File: src/rtl/vending_machine.sv
// Purpose : 20-cent soda vending controller; accumulates nickel/dime/quarter credit and dispenses with change in nickels.
// Latency : a coin sampled at rising edge k drives o_soda/o_change from edge k until edge k+1 (registered outputs).
// Backpressure: none; one coin is accepted every cycle, and a sale cycle may also accept the first coin of the next sale.
//
// Ports:
//   i_clk      rising-edge system clock
//   i_rst_n    asynchronous active-low reset (credit and outputs cleared immediately)
//   i_nickle   5-cent coin level, one coin counted per edge while high
//   i_dime     10-cent coin level, one coin counted per edge while high
//   i_quarter  25-cent coin level, one coin counted per edge while high
//   o_soda     one-cycle dispense pulse per sale
//   o_change   change owed in nickels (0..4), zero whenever o_soda is low
module vending_machine (
    input  logic       i_clk,
    input  logic       i_rst_n,
    input  logic       i_nickle,
    input  logic       i_dime,
    input  logic       i_quarter,
    output logic       o_soda,
    output logic [2:0] o_change
);

    typedef enum logic [1:0] {
        S0  = 2'd0,
        S5  = 2'd1,
        S10 = 2'd2,
        S15 = 2'd3
    } state_t;

    localparam logic [5:0] PRICE = 6'd20;

    state_t     state_q, state_d;
    logic       soda_q, soda_d;
    logic [2:0] change_q, change_d;

    logic [5:0] credit;
    logic [5:0] coin_val;
    logic       coin_vld;
    logic [5:0] sum;

    always_ff @(posedge i_clk or negedge i_rst_n) begin
        if (!i_rst_n) begin
            state_q  <= S0;
            soda_q   <= 1'b0;
            change_q <= 3'd0;
        end else begin
            state_q  <= state_d;
            soda_q   <= soda_d;
            change_q <= change_d;
        end
    end

    always_comb begin
        credit   = 6'd0;
        coin_val = 6'd0;
        coin_vld = 1'b0;
        sum      = 6'd0;
        state_d  = state_q;
        soda_d   = 1'b0;
        change_d = 3'd0;

        case (state_q)
            S0:      credit = 6'd0;
            S5:      credit = 6'd5;
            S10:     credit = 6'd10;
            S15:     credit = 6'd15;
            default: credit = 6'd0;
        endcase

        // Only the most valuable coin counts in a cycle; the others are dropped.
        if (i_quarter) begin
            coin_val = 6'd25;
            coin_vld = 1'b1;
        end else if (i_dime) begin
            coin_val = 6'd10;
            coin_vld = 1'b1;
        end else if (i_nickle) begin
            coin_val = 6'd5;
            coin_vld = 1'b1;
        end

        sum = credit + coin_val;

        if (coin_vld) begin
            if (sum >= PRICE) begin
                // Sale: credit always restarts from zero, surplus returned as nickels.
                state_d = S0;
                soda_d  = 1'b1;
                case (sum)
                    6'd25:   change_d = 3'd1;
                    6'd30:   change_d = 3'd2;
                    6'd35:   change_d = 3'd3;
                    6'd40:   change_d = 3'd4;
                    default: change_d = 3'd0;
                endcase
            end else begin
                case (sum)
                    6'd5:    state_d = S5;
                    6'd10:   state_d = S10;
                    6'd15:   state_d = S15;
                    default: state_d = S0;
                endcase
            end
        end
    end

    assign o_soda   = soda_q;
    assign o_change = change_q;

endmodule

File: config.mk
export PLATFORM = sky130hd
export DESIGN_NAME = vending_machine
export DESIGN_NICKNAME = d
export VERILOG_FILES = /design/src/rtl/vending_machine.sv
export SDC_FILE = /design/constraint.sdc
export NUM_CORES = 1
export LEC_CHECK = 0
export ABC_AREA = 1
export CORE_UTILIZATION = 36
export DETAILED_ROUTE_END_ITERATION = 10
export SYNTH_ARGS = -nofsm -noshare
export SYNTH_HDL_FRONTEND = slang
export SYNTH_SLANG_ARGS = --single-unit
export TNS_END_PERCENT = 5
File: constraint.sdc
create_clock -name i_clk -period 4.4 [get_ports i_clk]
set_input_delay 1.32 -clock i_clk [delete_from_list [all_inputs] [get_ports i_clk]]
set_output_delay 1.32 -clock i_clk [all_outputs]
set_load 0.05 [all_outputs]
-- Yosys cells after proc, flatten, opt, wreduce, memory -nomap -nowiden
Cells that the tools add are included.
- add/subtract/negate cells: 1
- $lt $le $gt $ge: 1
- eq/ne operators: 10
- mux-type cells: 14
- reduce and logical (&&, ||, !) cells: 1
- operator list (operator ; number):
    case mux 6 bit (4 select lines) ; 1
    equality test 6 x 4 -> 1 bit (second input constant) ; 2
    equality test 6 x 5 -> 1 bit (second input constant) ; 2
    equality test 6 bit (second input constant) ; 2
    case mux 3 bit (4 select lines) ; 1
    2-to-1 mux 3 bit ; 3
    adder 6 bit ; 1
    equality test 6 x 3 -> 1 bit (second input constant) ; 1
    greater-or-equal comparator 6 x 5 -> 1 bit (second input constant) ; 1
    case mux 2 bit (3 select lines) ; 1
    2-to-1 mux 1 bit ; 5
    2-to-1 mux 5 bit ; 1
    equality test 2 bit (second input constant) ; 2
    2-to-1 mux 4 bit ; 1
    equality test 2 x 1 -> 1 bit (second input constant) ; 1
    zero test 2 bit ; 1
    2-to-1 mux 2 bit ; 1
- bits in registers: 6
- bits of input ports: 5

-- Logic depth before layout (Yosys ltp)
- word-level depth: 8
- depth in mapped cells: 14

-- Worst setup path after synthesis
No wires, ideal clock.
- kind: in2reg
- start point: input port i_nickle
- end point: register state_q[0]
- setup time: 0.066 ns
- arrival: 2.853 ns
- required time: 4.334 ns
- slack: 1.482 ns
- stages: 13
- path through: inv_1 -> o21ai_0 -> ha_1 -> inv_1 -> fa_1 -> nand3b_1 -> nand3_1 -> nand2_1 -> nor2_1 -> nand2_1 -> nand2_1 -> nand2_1 -> nand2_1
- longest elaborated chain between the ends: 7
- ends and longest elaborated chain (element ; line ; text):
    start, declared ; 16 ; input logic i_nickle,
    branches (longest 7 deep; another with adder 6 bit) ; - ;
    end signal, assigned ; 47 ; state_q <= state_d;
    end, declared ; 32 ; state_t state_q, state_d;
Several ways; the timed one is not identified.
A chain may end at the register's enable or synchronous reset.

-- Worst setup path in the final report
- start point: input port i_quarter
- end point: register state_q[1]
- longest elaborated chain between the ends: 5
- ends and longest elaborated chain (element ; line ; text):
    start, declared ; 18 ; input logic i_quarter,
    branches (longest 5 deep; another with adder 6 bit) ; - ;
Several ways; the timed one is not identified.

==> impl_summary.txt <==
----------------------------------------------------
[Critical path]
  Dominant delay contributor by cell family on the critical path ... simple AND/OR/NAND/NOR gates
  Critical-path cell with the highest stage delay ... clkdlybuf4s50_1
  Data required time at the worst endpoint ... 4.58 ns
  Critical-path cell list ... clkdlybuf4s50_1, inv_1, o21ai_0, ha_1, inv_1, fa_1, nand3b_1, nand3_1, nand2_1, nor2_1, nand2_1, nand2_1, nand2_1, nand2_1
  Library cell appearing most often on the critical path ... nand2_1
  Setup slack of the worst register-to-register path ... around 2.5 ns
  Critical setup path kind ... in2reg
  Arrival time at the worst endpoint ... 3.59 ns
  Buffering stage count on the worst path with inverters included ... 3
  Slowest Stage Delay on Critical Path ... 0.54 ns
  Critical path peak fanout ... 5
  Kind of launch point of the worst setup path ... primary input
  Element type at the critical path end ... flip-flop

[Logic synthesis]
  Net Count, Synth ... 97
  Yosys warns ... 0
  Total of flip-flops plus latches after synthesis ... 6
  Proportion of synthesized chip area in sequential cells ... 27.0%
  Synthesized netlist cell count ... 87
  Mean cell area of the mapped netlist ... ~6.4 um^2
  Cell area after synthesis ... between 500 and 600 um^2
  Number of distinct library cell variants in the gate-level netlist after synthesis ... 17

[Timing]
  Tightest Pin Transition ... about 0.5 ns
  Final setup violating endpoints ... 0
  Total Negative Setup Slacks ... 0 ns
  Fraction of the cycle the final worst path needs ... between 70% and 80%
  Unrepaired setup endpoints after global routing ... no
  Slew HR ... 67.2%
  Post-Route Hold Slack ... 0.530 ns
  Worst setup slack after layout ... 0.995 ns
  Achievable Freq ... 0.294 GHz
  Final count of pins violating max slew ... 0
  Setup skew after layout ... 0.00630 ns
  Hold violation total from the final report ... 0
  Time the worst path needs with I/O delays and setup ... 3.41 ns

[Die]
  Chip Height ... just over 40 um
  Die X-Extent ... 41.3 um
  Die area ... 1700 um^2
  Placeable core region ... 1370 um^2
  Count of pins on the block boundary ... 9
  Row cnt ... 13
  Starting Density ... 40.7%

[Route]
  Count of routing violations after the opening detailed-route iteration ... 9
  Total vias in the final route ... ~530
  Remaining routing DRC violations ... 0
  Post-detailed-route via-to-cell ratio ... 4.80
  DRT Wirelength ... approximately 1100 um
  DR pass1 iterations ... 3
  Wire per inst ... 10.0 um
  Antenna-violating nets left ... 0

[CTS]
  # H-tree levels ... 1
  Root cell of the clock tree ... clkbuf_4
  Hold-fix buffer count after cts ... 0
  TritonCTS clock tree ... done
  Clock Tree Buf Depth ... 2
  Setup repair bufs after CTS ... 0
  Clk slew on worst S/H paths ... 0.05 ns
  Cts repair resizes ... 0
  TritonCTS buffer count ... 3
  Latest clock arrival within the worst-skew pair ... 0.24 ns
  Sink Count ... 6

[Final layout]
  Final net count ... 108
  Finished layout cell area ... ~670 um^2
  Most common cell after layout, fill and taps aside ... nand2_1
  Layout overhead on the synthesized area ... 20.5%
  Final-layout fill cell count ... 142
  Antenna diode count ... 0
  Most used cells in the layout excluding fill and tap cells ... nand2_1 (24), nor2_1 (14), inv_1 (13)
  Fraction of final layout cells sized beyond drive strength 1 ... 6.25%

[Status]
  Result of the run ... complete, no violations

[Place]
  Placed standard-cell area ... 647 um^2
  Half-perimeter wire length of the detailed placement result ... 972 um
  Setup WS pre-CTS ... 0.738 ns
  IO Port Bufs ... 8
  Placer congestion estimate ... 0.834

[Power]
  Worst-case vdd ir drop ... 0.0851 mV
  Leakage power ... 0.000347 uW
  Total power per unit cell area ... 240 nW/um^2
  Final total power ... 161 uW

[Hold path]
  Type of the worst min-delay path ... reg2reg

[Global route]
  Antenna violations before repair ... 0
  Global-route wire length before repair ... 1890 um
  Largest net degree at the start of global routing ... 8
  All-layer global routing usage ... 17.0%
  GRT Residual Overflow ... 0
  Number of global-route vias before repair ... between 400 and 500

[Flow run]
  MaxCap Viol Count ... 0

----------------------------------------------------
==> report_power, final <==
group	internal (uW)	switching, uW
registers	58.5	1.89
clock network	30.7	18.1
logic	18.9	32.6
total	108	52.7
==> path summary, 6_finish.rpt <==
path	start	to	cells after the start
setup / recovery	i_quarter	state_q[1]	14
hold / removal	state_q[0]	state_q[0]	2
setup reg to reg	state_q[0]	state_q[1]	11
hold reg to reg	state_q[0]	state_q[0]	2
max in group asynchronous	i_rst_n	o_change[0]	1
min in group asynchronous	i_rst_n	state_q[0]	1
==> kinds of logic (layout without fill, tap and decap cells) <==
logic type	Yosys count	count (layout)	share of synthesized area (%)
AND/OR/NAND/NOR	51	51	40.1
buffers and inverters	15	24	10.1
AO/OA/AOI/OAI	9	9	8.56
flip-flops	6	6	27.0
adder cells (fa/ha/maj)	5	5	12.6
XOR/XNOR	1	1	1.58
==> area by class of cell <==
class,count,area [um^2],area share [%]
repair buffers,8,80.1,12.0
multi-input cells,66,349,52.1
flip-flops and latches,6,150,22.4
clock buffers,3,22.5,3.36
well taps,15,18.8,2.80
inverters,13,48.8,7.29
==> worst min-delay path: cells and delay by family (launching register included) <==
family | cells | cell delay [ns]
flip-flops | 1 | 0.38
AND/OR/NAND/NOR | 2 | 0.11
==> sequential cells by signal, indices dropped and copies added, names as in the netlist <==
register,cells
o_change,3
o_soda,1
state_q,2
==> synth_stat cells <==
cell	instances	area [um^2]
nand4_1	1	6.26
a21oi_1	6	30.0
nand2_1	24	90.1
nor2_1	14	52.6
clkbuf_1	2	7.51
fa_1	1	20.0
o21ai_1	1	5.00
nand3b_1	1	7.51
ha_1	4	50.1
xnor2_1	1	8.76
nand3_1	8	40.0
or2_2	1	6.26
o21ai_0	1	5.00
dfrtp_1	6	150
nand3_2	2	20.0
a211oi_1	1	7.51
inv_1	13	48.8
==> stage by stage <==
stage          utilization [%]  std cells
2_1_floorplan                -         87
3_3_place_gp              47.3        108
3_5_place_dp              47.3        108
4_1_cts                   49.0        111
5_1_grt                   49.0        111
6_report                  49.0        111
==> routing by layer <==
metal / share of wire [%] / vias to the layer above / global-route usage [%] / routed length (um)
met4: 0.72 / 0 / 8.06 / 8
met5: 0 / - / 0 / 0
met3: 1.8 / 2 / 1.63 / 20
met1: 52 / 227 / 21.1 / 575
li1: - / 297 / - / -
met2: 46 / 7 / 28.9 / 507
Note: power is estimated with default switching activity, not from simulation.
